**config.mk**
```make
export PLATFORM = sky130hd
export DESIGN_NAME = rom_read_arbiter
export DESIGN_NICKNAME = d
export VERILOG_FILES = /design/src/rtl/rom_read_arbiter.sv
export SDC_FILE = /design/constraint.sdc
export NUM_CORES = 1
export LEC_CHECK = 0
export ABC_AREA = 0
export BUFFER_PORTS_ARGS = -buffer_cell sky130_fd_sc_hd__buf_2
export CAP_MARGIN = 20
export CORE_MARGIN = 2
export CORE_UTILIZATION = 25
export CTS_CLUSTER_DIAMETER = 50
export CTS_CLUSTER_SIZE = 30
export DETAILED_ROUTE_END_ITERATION = 16
export HOLD_SLACK_MARGIN = 0.06
export PLACE_DENSITY = 0.68
export SLEW_MARGIN = 10
export SYNTH_ARGS = -nofsm -noshare
export SYNTH_HDL_FRONTEND = slang
export SYNTH_SLANG_ARGS = --single-unit
export TNS_END_PERCENT = 20
```
**constraint.sdc**
```tcl
create_clock -name clock -period 1.64 [get_ports clock]
set_clock_uncertainty 0.1 [all_clocks]
set_input_delay 0.082 -clock clock [delete_from_list [all_inputs] [get_ports clock]]
set_output_delay 0.082 -clock clock [all_outputs]
set_load 0.05 [all_outputs]
```
**src/rtl/rom_read_arbiter.sv**
```systemverilog
// ---------------------------------------------------------------------------
// rom_read_arbiter
//
// Shares the boot-ROM read port (AXI AR/R slave) between two read masters:
// master 0 is instruction fetch and master 1 is data access. One master owns
// the port for a whole burst. The grant is taken in IDLE, held through the AR
// handshake (ADDR), and released on the RLAST beat (DATA). When both masters
// request in the same cycle, round-robin picks the one that was not served
// last.
//
// AR and R signals are steered combinationally from the registered state and
// grant, so the arbiter adds no pipeline latency on either channel. Every R
// beat is counted. A burst whose RLAST does not land on beat ARLEN raises a
// one-cycle burst_err pulse.
//
// Ports
//   clock, reset          clock; synchronous active-high reset
//   m_arvalid/m_arready   per-master AR handshake (bit i = master i)
//   m_araddr              packed per-master ARADDR, master i at [i*ADDR_W +: ADDR_W]
//   m_arlen               packed per-master ARLEN, master i at [i*4 +: 4]
//   m_rvalid/m_rready     per-master R handshake
//   m_rdata, m_rlast      R payload broadcast to both masters, qualified by m_rvalid
//   s_ar*                 AR channel to the ROM slave
//   s_r*                  R channel from the ROM slave
//   burst_err             one-cycle pulse after a beat that breaks the burst length
// ---------------------------------------------------------------------------
module rom_read_arbiter #(
  parameter int ADDR_W = 32,
  parameter int DATA_W = 32
) (
  input  logic                clock,
  input  logic                reset,
  input  logic [1:0]          m_arvalid,
  input  logic [2*ADDR_W-1:0] m_araddr,
  input  logic [7:0]          m_arlen,
  output logic [1:0]          m_arready,
  output logic [1:0]          m_rvalid,
  input  logic [1:0]          m_rready,
  output logic [DATA_W-1:0]   m_rdata,
  output logic                m_rlast,
  output logic                s_arvalid,
  output logic [ADDR_W-1:0]   s_araddr,
  output logic [3:0]          s_arlen,
  input  logic                s_arready,
  input  logic                s_rvalid,
  input  logic [DATA_W-1:0]   s_rdata,
  input  logic                s_rlast,
  output logic                s_rready,
  output logic                burst_err
);

  typedef enum logic [1:0] {
    IDLE = 2'd0,
    ADDR = 2'd1,
    DATA = 2'd2
  } state_t;

  state_t      state, state_nxt;
  logic        grant, grant_nxt;
  logic        last_grant, last_grant_nxt;
  logic [3:0]  len_q, len_nxt;
  logic [3:0]  beat_cnt, beat_nxt;
  logic        burst_err_nxt;

  logic        win;
  logic        beat;
  logic [ADDR_W-1:0] sel_addr;
  logic [3:0]        sel_len;

  // The beat counter must never wrap back to a value that could falsely
  // match len_q on an overlong burst, so it sticks at its maximum.
  function automatic logic [3:0] sat_inc(input logic [3:0] v);
    return (v == 4'hF) ? v : v + 4'd1;
  endfunction

  // On a tie, the master that was not served last wins. Otherwise the
  // single requester wins.
  assign win = (&m_arvalid) ? ~last_grant : m_arvalid[1];

  assign sel_addr = grant ? m_araddr[2*ADDR_W-1:ADDR_W] : m_araddr[ADDR_W-1:0];
  assign sel_len  = grant ? m_arlen[7:4] : m_arlen[3:0];

  always_ff @(posedge clock) begin
    if (reset) begin
      state      <= IDLE;
      grant      <= 1'b0;
      last_grant <= 1'b1;
      beat_cnt   <= 4'd0;
      burst_err  <= 1'b0;
    end else begin
      state      <= state_nxt;
      grant      <= grant_nxt;
      last_grant <= last_grant_nxt;
      beat_cnt   <= beat_nxt;
      burst_err  <= burst_err_nxt;
    end
  end

  // len_q is only consulted in DATA, after IDLE has loaded it, so it needs
  // no reset.
  always_ff @(posedge clock) begin
    len_q <= len_nxt;
  end

  always_comb begin
    state_nxt      = state;
    grant_nxt      = grant;
    last_grant_nxt = last_grant;
    len_nxt        = len_q;
    beat_nxt       = beat_cnt;
    burst_err_nxt  = 1'b0;
    beat           = 1'b0;

    m_arready = 2'b00;
    m_rvalid  = 2'b00;
    m_rdata   = '0;
    m_rlast   = 1'b0;
    s_arvalid = 1'b0;
    s_araddr  = '0;
    s_arlen   = 4'd0;
    s_rready  = 1'b0;

    case (state)
      IDLE: begin
        if (|m_arvalid) begin
          grant_nxt = win;
          len_nxt   = win ? m_arlen[7:4] : m_arlen[3:0];
          beat_nxt  = 4'd0;
          state_nxt = ADDR;
        end
      end

      ADDR: begin
        s_arvalid        = 1'b1;
        s_araddr         = sel_addr;
        s_arlen          = sel_len;
        m_arready[grant] = s_arready;
        if (s_arready) begin
          state_nxt = DATA;
        end
      end

      DATA: begin
        m_rvalid[grant] = s_rvalid;
        s_rready        = m_rready[grant];
        m_rdata         = s_rdata;
        m_rlast         = s_rlast;
        // The beat is computed from the inputs here rather than from the
        // s_rready output, so the block does not feed back on itself.
        beat            = s_rvalid & m_rready[grant];
        if (beat) begin
          beat_nxt = sat_inc(beat_cnt);
          if (s_rlast) begin
            // beat_cnt still holds the index of this beat, which must equal
            // ARLEN for a correctly sized burst.
            burst_err_nxt  = (beat_cnt != len_q);
            last_grant_nxt = grant;
            state_nxt      = IDLE;
          end else if (beat_cnt == len_q) begin
            // The expected final beat came without RLAST. Flag it once and
            // keep draining until the slave does end the burst.
            burst_err_nxt = 1'b1;
          end
        end
      end

      default: begin
        state_nxt = IDLE;
      end
    endcase
  end

endmodule

```
==> results of run 1 <==
==> worst paths after layout <==
check	endpoint	slack, ps	depth (start not counted)
setup reg to reg	beat_cnt[1]$_SDFFE_PP0P_	130	5
setup / recovery	m_rdata[1]	30	4
hold reg to reg	last_grant$_SDFFE_PP1P_	390	2
hold / removal	len_q[2]$_DFFE_PP_	60	2
==> cell usage after synthesis <==
cell and number:
sky130_fd_sc_hd__o41ai_1 1, sky130_fd_sc_hd__inv_1 2, sky130_fd_sc_hd__a21oi_1 2, sky130_fd_sc_hd__edfxtp_1 4, sky130_fd_sc_hd__nor2b_1 1, sky130_fd_sc_hd__mux2_2 4, sky130_fd_sc_hd__ha_1 1, sky130_fd_sc_hd__a22oi_1 1
sky130_fd_sc_hd__nand2_1 5, sky130_fd_sc_hd__nor2_1 45, sky130_fd_sc_hd__clkbuf_2 2, sky130_fd_sc_hd__nand2b_1 2, sky130_fd_sc_hd__o21ba_1 1, sky130_fd_sc_hd__dfxtp_1 9, sky130_fd_sc_hd__and4_4 1, sky130_fd_sc_hd__nor3_1 3
sky130_fd_sc_hd__nor3b_1 2, sky130_fd_sc_hd__nand3b_1 1, sky130_fd_sc_hd__clkbuf_1 5, sky130_fd_sc_hd__mux2_4 1, sky130_fd_sc_hd__o2bb2ai_2 1, sky130_fd_sc_hd__and2b_1 1, sky130_fd_sc_hd__and3_1 2, sky130_fd_sc_hd__xor2_1 4
sky130_fd_sc_hd__buf_6 1, sky130_fd_sc_hd__a21o_1 2, sky130_fd_sc_hd__a31oi_1 1, sky130_fd_sc_hd__nand4_1 3, sky130_fd_sc_hd__buf_2 7, sky130_fd_sc_hd__nor4_1 1, sky130_fd_sc_hd__a21boi_1 1, sky130_fd_sc_hd__nand3_1 3
sky130_fd_sc_hd__mux2i_1 37, sky130_fd_sc_hd__a21boi_0 1, sky130_fd_sc_hd__and2_1 35, sky130_fd_sc_hd__xnor2_1 1
==> routing by layer <==
layer	routed length [µm]	up-vias	global-route usage (%)
met3	382	2	2.444
met5	0	-	0
met1	2201	872	17.76
met4	33	0	3.729
li1	-	1037	-
met2	2883	93	29.17
==> critical path: stages, from the launching register on <==
cell	delay, ps
sky130_fd_sc_hd__dfxtp_4	360
sky130_fd_sc_hd__and2b_2	270
sky130_fd_sc_hd__buf_12	170
sky130_fd_sc_hd__and2_1	170
sky130_fd_sc_hd__buf_4	200
==> kinds of logic after synthesis <==
| logic type | count (synthesis) | share of synthesized area, % |
|---|---|---|
| adder cells (fa/ha/maj) | 1 | 0.8388 |
| AND/OR/NAND/NOR | 105 | 35.82 |
| multiplexers | 42 | 28.86 |
| XOR/XNOR | 5 | 2.936 |
| AO/OA/AOI/OAI | 11 | 5.873 |
| buffers and inverters | 17 | 5.537 |
| flip-flops | 13 | 20.13 |
==> area by class of cell <==
class	instances	share of cell area [%]
timing repair buffer	203	44.33
multi-input combinational	164	39.69
sequential	13	10.82
tap	75	3.311
clock buffer	4	1.589
inverter	2	0.2649
==> registers in the layout, summed over array words and instances (netlist names) <==
register	count
len_q	4
burst_err	1
beat_cnt	4
last_grant	1
grant	1
state	2
==> timing repair <==
action / in CTS / in global routing
setup endpoints to repair: 36 / 73
hold buffers: 9 / 0
resized for setup: 8 / 79
endpoints found under the hold margin: 7 / 0
==> through the flow <==
stage               std cells  hold WS (ps)  area, µm²  util (%)  setup WS, ps
floorplan                 194         141.2       1504         -        -120.1
global placement          448         285.0       2547     43.54         198.7
detailed placement        448         293.3       2547     43.54         143.9
CTS                       461         60.20       2700     46.15         12.50
global route              461         74.39       2834     48.44        -30.52
finish                    461         62.78       2834     48.44         31.97
==> power groups by stage <==
stage	registers [mW]	logic (mW)	clock network [mW]
2_1_floorplan	0.370	0.650	0
3_3_place_gp	0.375	0.934	0
3_5_place_dp	0.376	0.943	0
4_1_cts	0.370	0.964	0.301
5_1_grt	0.373	1.06	0.318
6_report	0.370	0.993	0.291
==> impl_results.rst, run 1 <==
.. list-table::
   :header-rows: 1

   * - Metric
     - Value
   * - Final hold violations
     - 0
   * - Number of buffer cells added on primary ports
     - about 190
   * - Starting Density
     - 25.49%
   * - Number of inserted filler cells in the final layout
     - 569
   * - Cell count after synthesis
     - 194
   * - Nets
     - 501
   * - Number of antenna repair diodes
     - 0
   * - Final global-route overflow total
     - 0
   * - Launch point of the worst path
     - state[0]$_SDFFE_PP0P_
   * - H-Tree Level Count
     - 1
   * - Number of I/O pins
     - 189
   * - Total clock buffers created by CTS
     - 3
   * - Max-slew violations
     - 0
   * - Final critical-path required period
     - between 1500 and 2000 ps
   * - Share of layout cells above drive strength 1
     - a little under three fifths
   * - Layout overhead on the synthesized area
     - 90.02%
   * - Min-Delay Startpoint
     - m_arlen[6]
   * - Clock tree root driver cell
     - sky130_fd_sc_hd__clkbuf_8
   * - Max capacitance violation total
     - 0
   * - Number of synthesized register bits
     - 13
   * - Clock transition at the registers of the reported paths
     - 60 ps
   * - Total Negative Setup Slacks
     - 0 ps
   * - Least-Margin Pin Slew
     - 475.7 ps
   * - Run status
     - complete, no violations
   * - Worst Path Class, Setup
     - flip-flop to output port
   * - Drc violations
     - 0
   * - Gate power share
     - 60.0%
   * - Drt pass-1 iters
     - 4
   * - Worst rel slew slack
     - 68.22%
   * - Share of the synthesized area in the top cell type
     - roughly a quarter
   * - Internal Power
     - 887.4 µW
   * - Wire length of the first global-routing pass
     - 8.162 mm
   * - Final routed wire length divided by cell count
     - between 10 and 15 µm
   * - Register area share after synthesis
     - 20.13%
   * - Maximum number of pins on one net before global-route repair
     - 38
   * - Via Count
     - approximately 2.0k
   * - Synth area leaders
     - sky130_fd_sc_hd__mux2i_1 (25%), sky130_fd_sc_hd__and2_1 (15%), sky130_fd_sc_hd__dfxtp_1 (12%)
   * - Tot Pwr
     - between 1.5 and 2 mW
   * - Crit path DAT
     - approximately 1400 ps
   * - Largest voltage drop on the vdd net
     - 293.4 µV
   * - Clock sinks
     - 13
   * - Worst Path Required
     - 1460 ps
   * - Post-Synthesis Net Count
     - 308
   * - Yosys warning total
     - 0
   * - Storage element area
     - 306.5 µm²
   * - Starting DRC count in detailed routing
     - 96
   * - DRT antenna net count
     - 0
   * - Static leakage
     - 1.507 nW
   * - Count of final setup violators
     - 0
   * - Number of buffers inserted to repair setup after CTS
     - 0
   * - Largest driver fanout on the critical path
     - 37
   * - Proportion of power drawn by flip-flops and latches
     - ~22%
   * - Vertical die dimension
     - 81.24 µm
   * - Clock insertion delay at the later pin of the skew report
     - 250 ps
   * - Detailed-route wire length
     - about 5.5 mm
   * - Syn avg cell area
     - 7.688 µm²
   * - Fmax achieved
     - 621.9 MHz
   * - Switching part of the total power
     - 46.36%
   * - CTS tree
     - done
   * - Die Span X
     - 81.24 µm
   * - Critical path capture point type
     - output port
   * - Number of buffers on the longest clock path
     - 2
   * - Netlist area before placement
     - 0.001491 mm²
   * - Core Box Area
     - between 0.005 and 0.006 mm²
   * - Beginning of the worst register-to-register path
     - beat_cnt[0]$_SDFFE_PP0P_
   * - Clock group share of total power
     - 17.6%
   * - Hold Path Class
     - input pin to flip-flop
   * - Number of library cell types mapped by synthesis
     - 36
   * - Commonest cells after routing, fill and taps aside
     - sky130_fd_sc_hd__buf_2 (134), sky130_fd_sc_hd__nor2_1 (40), sky130_fd_sc_hd__mux2i_1 (37), sky130_fd_sc_hd__and2_1 (34), sky130_fd_sc_hd__buf_4 (33)
   * - Row Count
     - 28
   * - Critical Path Start Type
     - flip-flop
   * - Number of global-route vias before repair
     - 1,826
   * - Combined area of the multi-input logic cells
     - 0.001125 mm²
   * - Most area-hungry cell type in the Yosys netlist
     - sky130_fd_sc_hd__mux2i_1
   * - Areal power density over the cells
     - 583.7 mW/mm²
   * - Global placement routability congestion
     - 0.7495
   * - Commonest non-fill, non-tap cell in the layout
     - sky130_fd_sc_hd__buf_2
   * - Half-perimeter wire length after detailed placement
     - between 4 and 5 mm
   * - Unrepaired setup endpoints after global routing
     - yes
   * - Period Utilization, post-route
     - 98.05%
   * - Die area
     - ~0.0066 mm²
   * - Initial antenna violation count
     - 0
   * - Post-detailed-route via-to-cell ratio
     - about 4.3
   * - Total Routing Usage GR
     - 15.35%
   * - Net load switching power
     - ~770 µW
Power figures use the tool's default switching activity.
==> run 2: changes to the inputs <==
clock period = 1.75 ns   (was 1.64 ns; I/O delays follow)
==> run 2 against run 1 <==
Count of clock-buffer cells in the layout did not move. Flip-flop and latch count did not move. Critical path depth did not move. Largest cell class is now multi-input gates.
==> impl_results.rst, run 2 (same netlist as run 1, synthesis figures left out) <==
.. list-table::
   :header-rows: 1

   * - Metric
     - Value
   * - Period Utilization, post-route
     - approximately 95%
   * - Clock sinks
     - 13
   * - Half-perimeter wire length after detailed placement
     - roughly 4.4 mm
   * - Global placement routability congestion
     - 0.7520
   * - Maximum number of pins on one net before global-route repair
     - between 40 and 50
   * - Worst Path Class, Setup
     - flip-flop to output port
   * - Total clock buffers created by CTS
     - 3
   * - Commonest cells after routing, fill and taps aside
     - sky130_fd_sc_hd__buf_2 (188), sky130_fd_sc_hd__nor2_1 (41), sky130_fd_sc_hd__mux2i_1 (37), sky130_fd_sc_hd__and2_1 (35), sky130_fd_sc_hd__dfxtp_1 (7)
   * - Initial antenna violation count
     - 0
   * - Number of buffer cells added on primary ports
     - 188
   * - Hold Worst Slack
     - 59.69 ps
   * - Critical Path Start Type
     - flip-flop
   * - Number of antenna repair diodes
     - 0
   * - Crit path DAT
     - 1480 ps
   * - Number of buffers on the longest clock path
     - 2
   * - Core Box Area
     - 0.005851 mm²
   * - Final routed wire length divided by cell count
     - about 11 µm
   * - Fmax achieved
     - 598.8 MHz
   * - Run status
     - complete, no violations
   * - Vertical die dimension
     - 81.24 µm
   * - Commonest non-fill, non-tap cell in the layout
     - sky130_fd_sc_hd__buf_2
   * - Largest driver fanout on the critical path
     - 26
   * - Number of I/O pins
     - 189
   * - Unrepaired setup endpoints after global routing
     - no
   * - Hold Path Class
     - input pin to flip-flop
   * - Worst Path Required
     - 1560 ps
   * - Number of global-route vias before repair
     - 1,664
   * - Static leakage
     - 1.474 nW
   * - Detailed-route wire length
     - 5.107 mm
   * - Largest voltage drop on the vdd net
     - 257.8 µV
   * - Max-slew violations
     - 0
   * - CTS tree
     - done
   * - Final global-route overflow total
     - 0
   * - DRT antenna net count
     - 0
   * - Nets
     - 493
   * - Post-detailed-route via-to-cell ratio
     - 4.362
   * - Clock insertion delay at the later pin of the skew report
     - 250 ps
   * - Worst rel slew slack
     - 66.55%
   * - Clock tree root driver cell
     - sky130_fd_sc_hd__clkbuf_8
   * - Row Count
     - 28
   * - Max capacitance violation total
     - 0
   * - Wire length of the first global-routing pass
     - roughly 7.3 mm
   * - Die area
     - 0.006600 mm²
   * - Total Routing Usage GR
     - 13.94%
   * - Starting DRC count in detailed routing
     - 40
   * - Starting Density
     - 25.49%
   * - Total Negative Setup Slacks
     - 0 ps
   * - Drt pass-1 iters
     - 4
   * - Die Span X
     - 81.24 µm
   * - Largest registers ranked by flip-flop count
     - beat_cnt x4, len_q x4, state x2
   * - Drc violations
     - 0
   * - H-Tree Level Count
     - 1
   * - Critical path capture point type
     - output port
   * - Least-Margin Pin Slew
     - 500.6 ps
   * - Layout overhead on the synthesized area
     - 72.73%
   * - Via Count
     - 1,976
   * - Tot Pwr
     - between 1 and 1.5 mW
   * - Count of final setup violators
     - 0
   * - Final critical-path required period
     - 1670 ps
   * - Final hold violations
     - 0
   * - Areal power density over the cells
     - 577.0 mW/mm²
   * - Clock transition at the registers of the reported paths
     - 60 ps
   * - Share of layout cells above drive strength 1
     - 55.56%
## run 2: final cells by class
type | count | area, µm²
inverter | 2 | 7.507
timing repair buffer | 195 | 1008
fill | 584 | 3274
multi-input combinational | 164 | 1119
clock buffer | 4 | 45.04
sequential | 13 | 302.8
tap | 75 | 93.84
## run 2: per-stage QoR
stage | util (%) | instances | cell area [µm²] | setup slack, ps
floorplan | - | 194 | 1501 | -15.57
global placement | 43.07 | 448 | 2520 | 297.0
detailed placement | 43.07 | 448 | 2520 | 244.0
CTS | 44.03 | 453 | 2576 | 72.05
global route | 44.03 | 453 | 2576 | 9.081
finish | 44.03 | 453 | 2576 | 80.08
## run 2: final timing paths
kind,from,end,slack (ps),depth (start not counted)
hold reg to reg,last_grant$_SDFFE_PP1P_,last_grant$_SDFFE_PP1P_,430,2
hold / removal,s_arready,state[1]$_SDFFE_PP0P_,60,3
setup / recovery,state[0]$_SDFFE_PP0P_,m_rvalid[1],80,4
setup reg to reg,last_grant$_SDFFE_PP1P_,len_q[1]$_DFFE_PP_,270,2
## run 2: metal layers
metal	track usage (%)	vias up	part of all wire, %
met2	27.60	97	52
met5	0	-	0
met3	1.778	8	8.1
li1	-	1023	-
met1	15.22	848	39
met4	4.068	0	1.1
## run 2: what timing repair did
action                                 4_1_cts  5_1_grt
setup endpoints to repair                    1        0
buffers inserted                             0        0
endpoints found under the hold margin        4        0
hold buffers                                 1        0
gates resized for setup                      1        0
## run 2: where the power goes
group | switching (mW) | internal (mW) | total [mW]
clock network | 0.114 | 0.161 | 0.275
logic | 0.581 | 0.283 | 0.864
registers | 0.0145 | 0.333 | 0.347
total | 0.709 | 0.777 | 1.49
## run 2: worst max-delay path, stage by stage, from the launching register on
cell	delay [ps]
sky130_fd_sc_hd__dfxtp_1	350
sky130_fd_sc_hd__and2b_1	220
sky130_fd_sc_hd__buf_4	220
sky130_fd_sc_hd__and3_1	170
sky130_fd_sc_hd__buf_2	250
==> run 3: changes to the inputs <==
CELL_PAD_IN_SITES_DETAIL_PLACEMENT = 1   (was default)
CELL_PAD_IN_SITES_GLOBAL_PLACEMENT = 1   (was default)
CORE_UTILIZATION = 20   (was 25)
PLACE_DENSITY = default   (was 0.68)
PLACE_DENSITY_LB_ADDON = 0.2   (was default)
==> run 3 against run 2 <==
Global-route usage is 0.32 points higher. Sequential share of layout area shrank 0.41 points. Combinational power is 3.4% higher. Largest power group unchanged.
==> impl_results.rst, run 3 (same netlist as run 1, synthesis figures left out) <==
.. list-table::
   :header-rows: 1

   * - Metric
     - Value
   * - Final critical-path required period
     - 1688 ps
   * - Starting DRC count in detailed routing
     - 20
   * - Final global-route overflow total
     - 0
   * - Global routing met3 resource utilization
     - 5.676%
   * - Nets
     - around 500
   * - Final hold violations
     - 0
   * - Global placement routability congestion
     - 0.7714
   * - Met1 layer usage reported by global route
     - 14.31%
   * - Total Negative Setup Slacks
     - 0 ps
   * - Wire length of the first global-routing pass
     - approximately 9.6 mm
   * - Total clock buffers created by CTS
     - 3
   * - Max-slew violations
     - 0
   * - Static leakage
     - 1.469 nW
   * - Number of antenna repair diodes
     - 0
   * - GRT Max-Usage Layer
     - met2
   * - Max stage delay cell, worst path
     - sky130_fd_sc_hd__dfxtp_1
   * - Number of inserted filler cells in the final layout
     - 942
   * - Drc violations
     - 0
   * - Cell area reported after detailed placement
     - 0.002567 mm²
   * - Layout overhead on the synthesized area
     - 79.03%
   * - Count of final setup violators
     - 0
   * - Post-detailed-route via-to-cell ratio
     - 4.296
   * - Post-layout worst setup margin
     - 61.90 ps
   * - Die area
     - 0.008164 mm²
   * - Met2 usage
     - 26.69%
   * - Core Box Area
     - 0.007253 mm²
   * - CP Buf/Inv Count
     - 2
   * - Hold EP
     - state[1]$_SDFFE_PP0P_
   * - Max capacitance violation total
     - 0
   * - Run status
     - complete, no violations
   * - R2R cell count
     - 5
   * - DRT antenna net count
     - 0
   * - Detailed-route wire length
     - 6.088 mm
   * - Clock sinks
     - 13
   * - Largest registers ranked by flip-flop count
     - beat_cnt x4, len_q x4, state x2
   * - Starting Density
     - 20.56%
   * - Largest voltage drop on the vdd net
     - 154.5 µV
   * - Worst Path Required
     - 1560 ps
   * - Initial antenna violation count
     - 1
   * - Crit path DAT
     - about 1500 ps
   * - Total Routing Usage GR
     - between 10 and 15%
   * - Row Count
     - 31
   * - Period Utilization, post-route
     - between 90% and 100%
   * - Drt pass-1 iters
     - 4
   * - Unrepaired setup endpoints after global routing
     - yes
   * - Clock insertion delay at the later pin of the skew report
     - 250 ps
   * - Share of layout cells above drive strength 1
     - 55.70%
   * - Worst hold stages
     - 3
   * - Beginning of the worst register-to-register path
     - beat_cnt[0]$_SDFFE_PP0P_
   * - Number of I/O pins
     - 189
   * - Number of global-route vias before repair
     - approximately 2.1k
   * - Tot Pwr
     - 1.511 mW
   * - Number of buffers on the longest clock path
     - 2
   * - Crit path cell chain
     - and2b_2, buf_12, and3_1, buf_2
   * - Die Span X
     - 90.36 µm
   * - Worst stage delay on the critical path
     - between 400 and 500 ps
   * - Hold Path Class
     - input pin to flip-flop
   * - CTS tree
     - done
   * - Vertical die dimension
     - approximately 90 µm
   * - Fmax achieved
     - 592.4 MHz
   * - Areal power density over the cells
     - about 570 mW/mm²
   * - Number of buffers inserted to repair setup after CTS
     - 0
   * - Critical path capture point type
     - output port
   * - Critical Path Start Type
     - flip-flop
   * - Worst Path Class, Setup
     - flip-flop to output port
   * - Least-Margin Pin Slew
     - 500.6 ps
   * - Area of all placed cells without fillers
     - 0.002670 mm²
   * - Half-perimeter wire length after detailed placement
     - 5.130 mm
   * - Via Count
     - 2,045
   * - Commonest cells after routing, fill and taps aside
     - sky130_fd_sc_hd__buf_2 (170), sky130_fd_sc_hd__nor2_1 (41), sky130_fd_sc_hd__mux2i_1 (37), sky130_fd_sc_hd__and2_1 (35), sky130_fd_sc_hd__clkbuf_4 (18)
   * - Cell family contributing the most delay on the critical path
     - simple AND/OR/NAND/NOR gates
   * - Number of buffer cells added on primary ports
     - 188
   * - Worst setup slack before clock tree synthesis
     - 233.6 ps
   * - Largest driver fanout on the critical path
     - 39
   * - Worst rel slew slack
     - 66.56%
   * - Worst R2R End
     - beat_cnt[1]$_SDFFE_PP0P_
   * - Clock transition at the registers of the reported paths
     - 60 ps
   * - Minimum setup slack among reg-to-reg paths
     - 260 ps
   * - Final routed wire length divided by cell count
     - about 13 µm
   * - Commonest non-fill, non-tap cell in the layout
     - sky130_fd_sc_hd__buf_2
   * - Clock tree root driver cell
     - sky130_fd_sc_hd__clkbuf_8
   * - Min-Delay Startpoint
     - s_arready
   * - Maximum number of pins on one net before global-route repair
     - 43
   * - H-Tree Level Count
     - 1
run 3: tightest hold or removal path: cells and delay by family:
| kind | cells | cell delay, ps |
|---|---|---|
| buffers and inverters | 1 | 110 |
| and+or+nand+nor | 1 | 100 |
| AOI/OAI and AO/OA | 1 | 70 |
run 3: what timing repair did:
| action | 4_1_cts | 5_1_grt |
|---|---|---|
| resized for setup | 1 | 19 |
| gates cloned | 0 | 0 |
| setup endpoints to repair | 28 | 23 |
| hold buffers | 1 | 0 |
| endpoints found under the hold margin | 4 | 0 |
run 3: layer usage:
layer  share of wire (%)  vias to the layer above
met2                  50                      120
met4                 1.8                        0
met3                  12                        9
met5                   0                        -
li1                    -                     1020
met1                  36                      896
run 3: stage by stage:
step	std cells	util, %	hold WS, ps
6_report	476	36.81	60.13
5_1_grt	476	36.81	72.92
4_1_cts	476	36.17	62.77
3_5_place_dp	471	35.40	299.6
3_3_place_gp	471	35.40	295.9
2_1_floorplan	194	-	146.7
run 3: where the power goes:
group | internal, mW | switching [mW]
clock network | 0.161 | 0.109
registers | 0.333 | 0.0152
logic | 0.307 | 0.586
total | 0.801 | 0.710
run 3: cell type report:
| type | instances | area, µm² | area share, % |
|---|---|---|---|
| multi-input combinational | 164 | 1120 | 41.94 |
| sequential | 13 | 302.8 | 11.34 |
| inverter | 2 | 7.507 | 0.2812 |
| clock buffer | 4 | 45.04 | 1.687 |
| tap | 99 | 123.9 | 4.639 |
| timing repair buffer | 194 | 1071 | 40.11 |
run 3: how the worst max path moves through the flow:
stage | cells after the start | to | start
after floorplan | 4 | s_araddr[26] | grant$_SDFFE_PP0P_
after global placement | 5 | beat_cnt[2]$_SDFFE_PP0P_ | state[1]$_SDFFE_PP0P_
after detailed placement | 5 | beat_cnt[2]$_SDFFE_PP0P_ | state[1]$_SDFFE_PP0P_
after CTS | 4 | s_araddr[7] | state[0]$_SDFFE_PP0P_
after global routing | 4 | s_araddr[3] | state[0]$_SDFFE_PP0P_
final | 4 | m_rvalid[1] | state[0]$_SDFFE_PP0P_
